==> config.mk <==
export PLATFORM = sky130hd
export DESIGN_NAME = sram1024x18_fifo_ctl
export DESIGN_NICKNAME = d
export VERILOG_FILES = /design/src/rtl/sram1024x18_fifo_pkg.sv /design/src/rtl/sram1024x18_fifo_obuf.sv /design/src/rtl/sram1024x18_fifo_ctl.sv
export SDC_FILE = /design/constraint.sdc
export NUM_CORES = 1
export LEC_CHECK = 0
export BUFFER_PORTS_ARGS = -buffer_cell sky130_fd_sc_hd__buf_2
export CORE_MARGIN = 1
export CORE_UTILIZATION = 46
export CTS_CLUSTER_SIZE = 40
export DETAILED_ROUTE_END_ITERATION = 12
export GPL_ROUTABILITY_DRIVEN = 0
export PLACE_DENSITY = 0.74
export SLEW_MARGIN = 40
export SYNTH_ARGS = -nofsm -noshare
export SYNTH_HDL_FRONTEND = slang
export SYNTH_SLANG_ARGS = --single-unit
==> constraint.sdc <==
create_clock -name clk -period 3.86 [get_ports clk]
set_clock_uncertainty 0.05 [all_clocks]
set_input_delay 0.193 -clock clk [delete_from_list [all_inputs] [get_ports clk]]
set_output_delay 0.193 -clock clk [all_outputs]
set_load 0.02 [all_outputs]
==> src/rtl/sram1024x18_fifo_pkg.sv <==
// Shared constants and types for the sram1024x18 FIFO controller.
package sram1024x18_fifo_pkg;
   localparam int DEPTH   = 1024;
   localparam int ADDR_W  = 10;
   localparam int DATA_W  = 18;
   localparam int LEVEL_W = 11;

   typedef logic [ADDR_W-1:0]  addr_t;
   typedef logic [DATA_W-1:0]  data_t;
   typedef logic [LEVEL_W-1:0] level_t;
endpackage

==> src/rtl/sram1024x18_fifo_obuf.sv <==
// Two-entry first-word-fall-through buffer that absorbs the SRAM read latency.
module sram1024x18_fifo_obuf
   import sram1024x18_fifo_pkg::*;
(
   input  logic       clk,
   input  logic       flush,
   input  logic       rd_pend,
   input  data_t      ram_rdata_b,
   output logic       m_valid,
   input  logic       m_ready,
   output data_t      m_data,
   output logic [1:0] ob_cnt
);
   data_t ent0;
   data_t ent1;
   logic  pop;

   assign m_valid = (ob_cnt != 2'd0);
   assign m_data  = ent0;
   assign pop     = m_valid & m_ready;

   // The read scheduler guarantees a free slot whenever rd_pend is set,
   // so capture lands at the tail position left after this cycle's pop.
   always_ff @(posedge clk) begin
      if (flush) begin
         ob_cnt <= 2'd0;
      end else begin
         unique case ({pop, rd_pend})
            2'b10: begin
               ent0   <= ent1;
               ob_cnt <= ob_cnt - 2'd1;
            end
            2'b01: begin
               if (ob_cnt == 2'd0) ent0 <= ram_rdata_b;
               else                ent1 <= ram_rdata_b;
               ob_cnt <= ob_cnt + 2'd1;
            end
            2'b11: begin
               if (ob_cnt == 2'd2) begin
                  ent0 <= ent1;
                  ent1 <= ram_rdata_b;
               end else begin
                  ent0 <= ram_rdata_b;
               end
            end
            default: ;
         endcase
      end
   end
endmodule

==> src/rtl/sram1024x18_fifo_ctl.sv <==
// Ready/valid FIFO controller driving one sram1024x18 (port A write, port B read).
// Optional almost_full/almost_empty outputs under SRAM1024X18_FIFO_CTL_ALMOST_FLAGS_EN.
module sram1024x18_fifo_ctl
   import sram1024x18_fifo_pkg::*;
#(
   parameter int DATA_W = 18,
   parameter int ADDR_W = 10
`ifdef SRAM1024X18_FIFO_CTL_ALMOST_FLAGS_EN
   ,parameter int AF_LEVEL = 1020,
   parameter int AE_LEVEL = 4
`endif
)(
   input  logic              clk,
   input  logic              rst,
   input  logic              clr,
   input  logic              s_valid,
   output logic              s_ready,
   input  logic [DATA_W-1:0] s_data,
   output logic              m_valid,
   input  logic              m_ready,
   output logic [DATA_W-1:0] m_data,
   output logic [ADDR_W:0]   level,
`ifdef SRAM1024X18_FIFO_CTL_ALMOST_FLAGS_EN
   output logic              almost_full,
   output logic              almost_empty,
`endif
   output logic              ram_cen_a,
   output logic              ram_wen_a,
   output logic [ADDR_W-1:0] ram_addr_a,
   output logic [DATA_W-1:0] ram_wmsk_a,
   output logic [DATA_W-1:0] ram_wdata_a,
   output logic              ram_cen_b,
   output logic              ram_wen_b,
   output logic [ADDR_W-1:0] ram_addr_b,
   input  logic [DATA_W-1:0] ram_rdata_b
);
   localparam logic [ADDR_W:0] FULL_CNT = (ADDR_W+1)'(2**ADDR_W);

   logic [ADDR_W-1:0] wptr;
   logic [ADDR_W-1:0] rptr;
   logic [ADDR_W:0]   mem_cnt;
   logic [ADDR_W:0]   mem_cnt_nxt;
   logic              rd_pend;
   logic [1:0]        ob_cnt;
   logic [1:0]        occ;
   logic              flush;
   logic              push;
   logic              pop;
   logic              issue;

   assign flush   = rst | clr;
   assign s_ready = !flush && (mem_cnt != FULL_CNT);
   assign push    = s_valid & s_ready;
   assign pop     = m_valid & m_ready;
   assign occ     = ob_cnt + {1'b0, rd_pend};
   // A pop this cycle frees the slot a read issued now will land in.
   assign issue   = !flush && (mem_cnt != '0) && ((occ < 2'd2) || ((occ == 2'd2) && pop));

   assign ram_cen_a   = !push;
   assign ram_wen_a   = !push;
   assign ram_addr_a  = wptr;
   assign ram_wdata_a = s_data;
   assign ram_wmsk_a  = '0;
   assign ram_cen_b   = !issue;
   assign ram_wen_b   = 1'b1;
   assign ram_addr_b  = rptr;

   assign mem_cnt_nxt = mem_cnt + (ADDR_W+1)'(push) - (ADDR_W+1)'(issue);
   assign level       = mem_cnt + (ADDR_W+1)'(rd_pend) + (ADDR_W+1)'(ob_cnt);

   always_ff @(posedge clk) begin
      if (flush) begin
         wptr    <= '0;
         rptr    <= '0;
         mem_cnt <= '0;
         rd_pend <= 1'b0;
      end else begin
         if (push)  wptr <= wptr + ADDR_W'(1);
         if (issue) rptr <= rptr + ADDR_W'(1);
         mem_cnt <= mem_cnt_nxt;
         rd_pend <= issue;
      end
   end

   sram1024x18_fifo_obuf u_obuf (
      .clk         (clk),
      .flush       (flush),
      .rd_pend     (rd_pend),
      .ram_rdata_b (ram_rdata_b),
      .m_valid     (m_valid),
      .m_ready     (m_ready),
      .m_data      (m_data),
      .ob_cnt      (ob_cnt)
   );

`ifdef SRAM1024X18_FIFO_CTL_ALMOST_FLAGS_EN
   logic [1:0]      ob_cnt_nxt;
   logic [ADDR_W:0] level_nxt;

   assign ob_cnt_nxt = ob_cnt + {1'b0, rd_pend} - {1'b0, pop};
   assign level_nxt  = flush ? '0
                     : mem_cnt_nxt + (ADDR_W+1)'(issue) + (ADDR_W+1)'(ob_cnt_nxt);

   always_ff @(posedge clk) begin
      almost_full  <= (level_nxt >= (ADDR_W+1)'(AF_LEVEL));
      almost_empty <= (level_nxt <= (ADDR_W+1)'(AE_LEVEL));
   end
`endif

   // Reads only target stored words and writes only happen below full, so
   // both ports can never address the same word in one cycle.
   a_no_collision: assert property (@(posedge clk) disable iff (rst)
      !(!ram_cen_a && !ram_cen_b && (ram_addr_a == ram_addr_b)));
endmodule
==> metrics.log <==
[metrics] pin count of the biggest net entering global routing: 24
[metrics] number of pins with negative max-slew slack in the final report: 0
[metrics] data arrival time at the worst-slack endpoint: 3.59 ns
[metrics] drt pass-1 iters: 4
[metrics] post-synthesis to final-layout area growth: 18.2%
[metrics] cell chain of the critical path: inv_1 > ha_1 > and4_1 > and3_1 > nand3b_1 > xnor2_1 > ha_1 > fa_1 > a211o_1 > nand3_1 > a21oi_1 > o31a_1 > nor3_1
[metrics] fraction of registers with async set or reset after synthesis: 0
[metrics] post_cts resized: 0
[metrics] clock root buffer: clkbuf_8
[metrics] number of distinct library cells after synthesis: 50
[metrics] CTS sink cnt: 70
[metrics] f_max: 297 MHz
[metrics] number of vias in the routed layout: 2,775
[metrics] Worst setup EP type: register
[metrics] CTS tree: yes
[metrics] post-DR wirelength/cell: 13.5 µm
[metrics] transition at the pin with the smallest max-transition slack: 0.580 ns
[metrics] part of the cycle the worst path needs: 0.873
[metrics] critical path's most frequent cell: ha_1
[metrics] synthesized instance count: 366
[metrics] antenna diode instance count: 0
[metrics] dominant cell type by area after synthesis: edfxtp_1
[metrics] post-layout utilization of the core: 0.574
[metrics] sum of overflow across all layers after global routing: 0
[metrics] Post-CTS Hold Fix Bufs: 18
[metrics] worst-case headroom to the max-slew limit: 0.611
[metrics] number of H-tree levels: 3
[metrics] total CTS buffers: 9
[metrics] number of placed I/O pins: 132
[metrics] post-synthesis area per instance: 10.5 µm²
[metrics] final routed DRC violation total: 0
[metrics] synth warn: 0
[metrics] sequential standard cell area: 1760 µm²
[metrics] placed cell count: 518
[metrics] top area cells in the synthesized netlist: edfxtp_1 28%, dfxtp_1 18%, ha_1 8.8%, buf_4 7.4%, xnor2_1 4.3%
[metrics] Setup Fix Bufs, Post-CTS: 0
[metrics] CP Launch Type: register
[metrics] core box area: 7890 µm²
[metrics] setup TNS after final layout: 0 ns
[metrics] Starting Density: 0.486
[metrics] critical path peak fanout: 8
[metrics] leakage: 2.03 nW
[metrics] total of fill cells in the finished design: 674
[metrics] count of flip-flops with a built-in enable after synthesis: 36
[metrics] global-route wire length before repair: 12.4 mm
[metrics] initial antenna violation count: 0
[metrics] total global routing track utilization: 0.184
[metrics] via count of the first global-routing pass: 2,708
[metrics] Max clock buf depth: 2
[metrics] number of failing setup endpoints in the final timing report: 0
[metrics] pwr/cell area: 626 nW/µm²
[metrics] combined area of the multi-input logic cells: 1760 µm²
[metrics] HPWL after DPL: 5.44 mm
[metrics] maximum ir drop on the vdd rail: 0.524 mV
[metrics] clock insertion delay at the later pin of the skew report: 0.34 ns
[metrics] portion of the post-synthesis area used by sequential elements: 0.460
[metrics] final standard cell count with taps included and fillers excluded: 552
[metrics] final critical-path required period: 3.37 ns
[metrics] Die X: 93.3 µm
[metrics] NumNets Final: 516
[metrics] DRT antenna net count: 0
[metrics] RSZ-0062 raised after global routing: false
[metrics] outcome: completed
[metrics] post-synthesis cell area: 3830 µm²
[metrics] share of cells above drive strength 1: 0.224
[metrics] total wire length after detailed routing: 7.47 mm
[metrics] vertical die dimension: 93.3 µm
[metrics] area enclosed by the die boundary: 8700 µm²
[metrics] longest individual stage delay on the worst path: 0.42 ns
[metrics] WP data required: 4.08 ns
[metrics] Std-Cell Rows: 32
[metrics] post-DR vias/cell: 5.03
[metrics] most used standard cells in the synthesized netlist: 38 x buf_4, 36 x edfxtp_1, 34 x dfxtp_1, 27 x ha_1, 26 x nand2_1
[metrics] register bit total from synthesis: 70
[metrics] Critical Path Slowest Stage Cell: fa_1
[metrics] share of the synthesized area in the top cell type: 0.282
[metrics] count of input and output buffers: 76
[metrics] top flip-flop cell by instance count after synthesis: edfxtp_1
[metrics] clock-pin slew of the registers on the worst-case setup and hold paths: 0.08 ns
[metrics] starting DRC count in detailed routing: 110
[metrics] number of maximum-capacitance violations: 0
[metrics] endpoints failing hold: 0
[metrics] path category of the worst min-delay check: input pin to register
[metrics] classification of the worst setup path: register to register
[metrics] most frequently used cell type in the post-synthesis netlist: buf_4
## routing by layer
metal	track usage	up-vias	routed length [µm]
met3	0.0593	10	468
met2	0.310	104	3520
met1	0.225	1273	3400
met4	0.0500	0	78
met5	0	-	0
li1	-	1388	-
## where the power goes
part	switching, mW	internal [mW]	total [mW]
Sequential	0.0780	0.870	0.948
Combinational	0.710	0.525	1.24
Clock	0.287	0.366	0.653
## final cells by class
class	instances	area share
multi-input cells	248	0.389
inverters	19	0.0158
clock inverters	7	0.0216
clock buffers	9	0.0274
repair buffers	97	0.129
flip-flops and latches	70	0.389
well taps	102	0.0282
## per-stage QoR
stage | setup WS (ns) | hold slack, ns | power, mW | cell area (µm²)
final | 0.492 | 0.178 | 2.84 | 4530
after floorplan | 0.618 | 0.242 | 1.93 | 3900
after detailed placement | 0.513 | 0.336 | 2.18 | 4130
after global routing | 0.186 | 0.186 | 3.04 | 4530
after CTS | 0.486 | 0.155 | 2.86 | 4530
after global placement | 0.614 | 0.336 | 2.14 | 4120
## state kept, by name, summed over array words and instances, names as in the netlist
register and count:
u_obuf.m_data 18, mem_cnt 11, rd_pend 1, u_obuf.ob_cnt 2
ram_addr_a 10, u_obuf.ent1 18, ram_addr_b 10
## cells by family (layout without fill, tap and decap cells)
| kind of cell | Yosys count | count (layout) | synth area share |
|---|---|---|---|
| simple gates | 111 | 111 | 0.151 |
| flops | 70 | 70 | 0.460 |
| buf+inv | 65 | 132 | 0.101 |
| compound gates | 55 | 55 | 0.105 |
| fa+ha+maj | 30 | 30 | 0.104 |
| xor+xnor | 27 | 27 | 0.0617 |
| mux | 6 | 6 | 0.0157 |
| other cells | 2 | 19 | 0.00196 |
## path summary, 6_finish.rpt
path / from / end / slack, ns / cells after the start
worst min-delay path: rst / ram_addr_b[8]$_SDFFE_PN0P_ / 0.18 / 3
worst max register to register: mem_cnt[6]$_SDFF_PN0_ / mem_cnt[10]$_SDFF_PN0_ / 0.49 / 13
worst min register to register: ram_addr_a[8]$_SDFFE_PN0P_ / ram_addr_a[8]$_SDFFE_PN0P_ / 0.46 / 1
worst max-delay path: mem_cnt[6]$_SDFF_PN0_ / mem_cnt[10]$_SDFF_PN0_ / 0.49 / 13
## worst max-delay path: cells and delay by family (launching register included)
| family | cells | cell delay [ns] |
|---|---|---|
| AND/OR/NAND/NOR | 5 | 1.04 |
| XOR/XNOR | 1 | 0.21 |
| AO/OA/AOI/OAI | 3 | 0.63 |
| adder cells (fa/ha/maj) | 3 | 0.84 |
| flip-flops | 1 | 0.41 |
| buffers and inverters | 1 | 0.11 |
## cell usage in the layout (no fill, tap or decap), drive strengths merged, types with 4 or more instances in the layout
| master | netlist | layout |
|---|---|---|
| clkbuf | 7 | 9 |
| inv | 19 | 20 |
| a22o | 18 | 18 |
| nor2b | 7 | 7 |
| xor2 | 8 | 8 |
| nand3 | 13 | 13 |
| nand2 | 26 | 26 |
| a21oi | 11 | 11 |
| dlygate4sd3 | 0 | 18 |
| ha | 27 | 27 |
| edfxtp | 36 | 36 |
| and3 | 9 | 9 |
| mux2i | 6 | 6 |
| xnor2 | 19 | 19 |
| nand2b | 4 | 4 |
| dfxtp | 34 | 34 |
| nor3 | 5 | 5 |
| o21ai | 6 | 6 |
| a31oi | 4 | 4 |
| nand3b | 4 | 4 |
| buf | 39 | 79 |
| conb | 2 | 19 |
| nor2 | 26 | 26 |
Power figures use the tool's default switching activity.
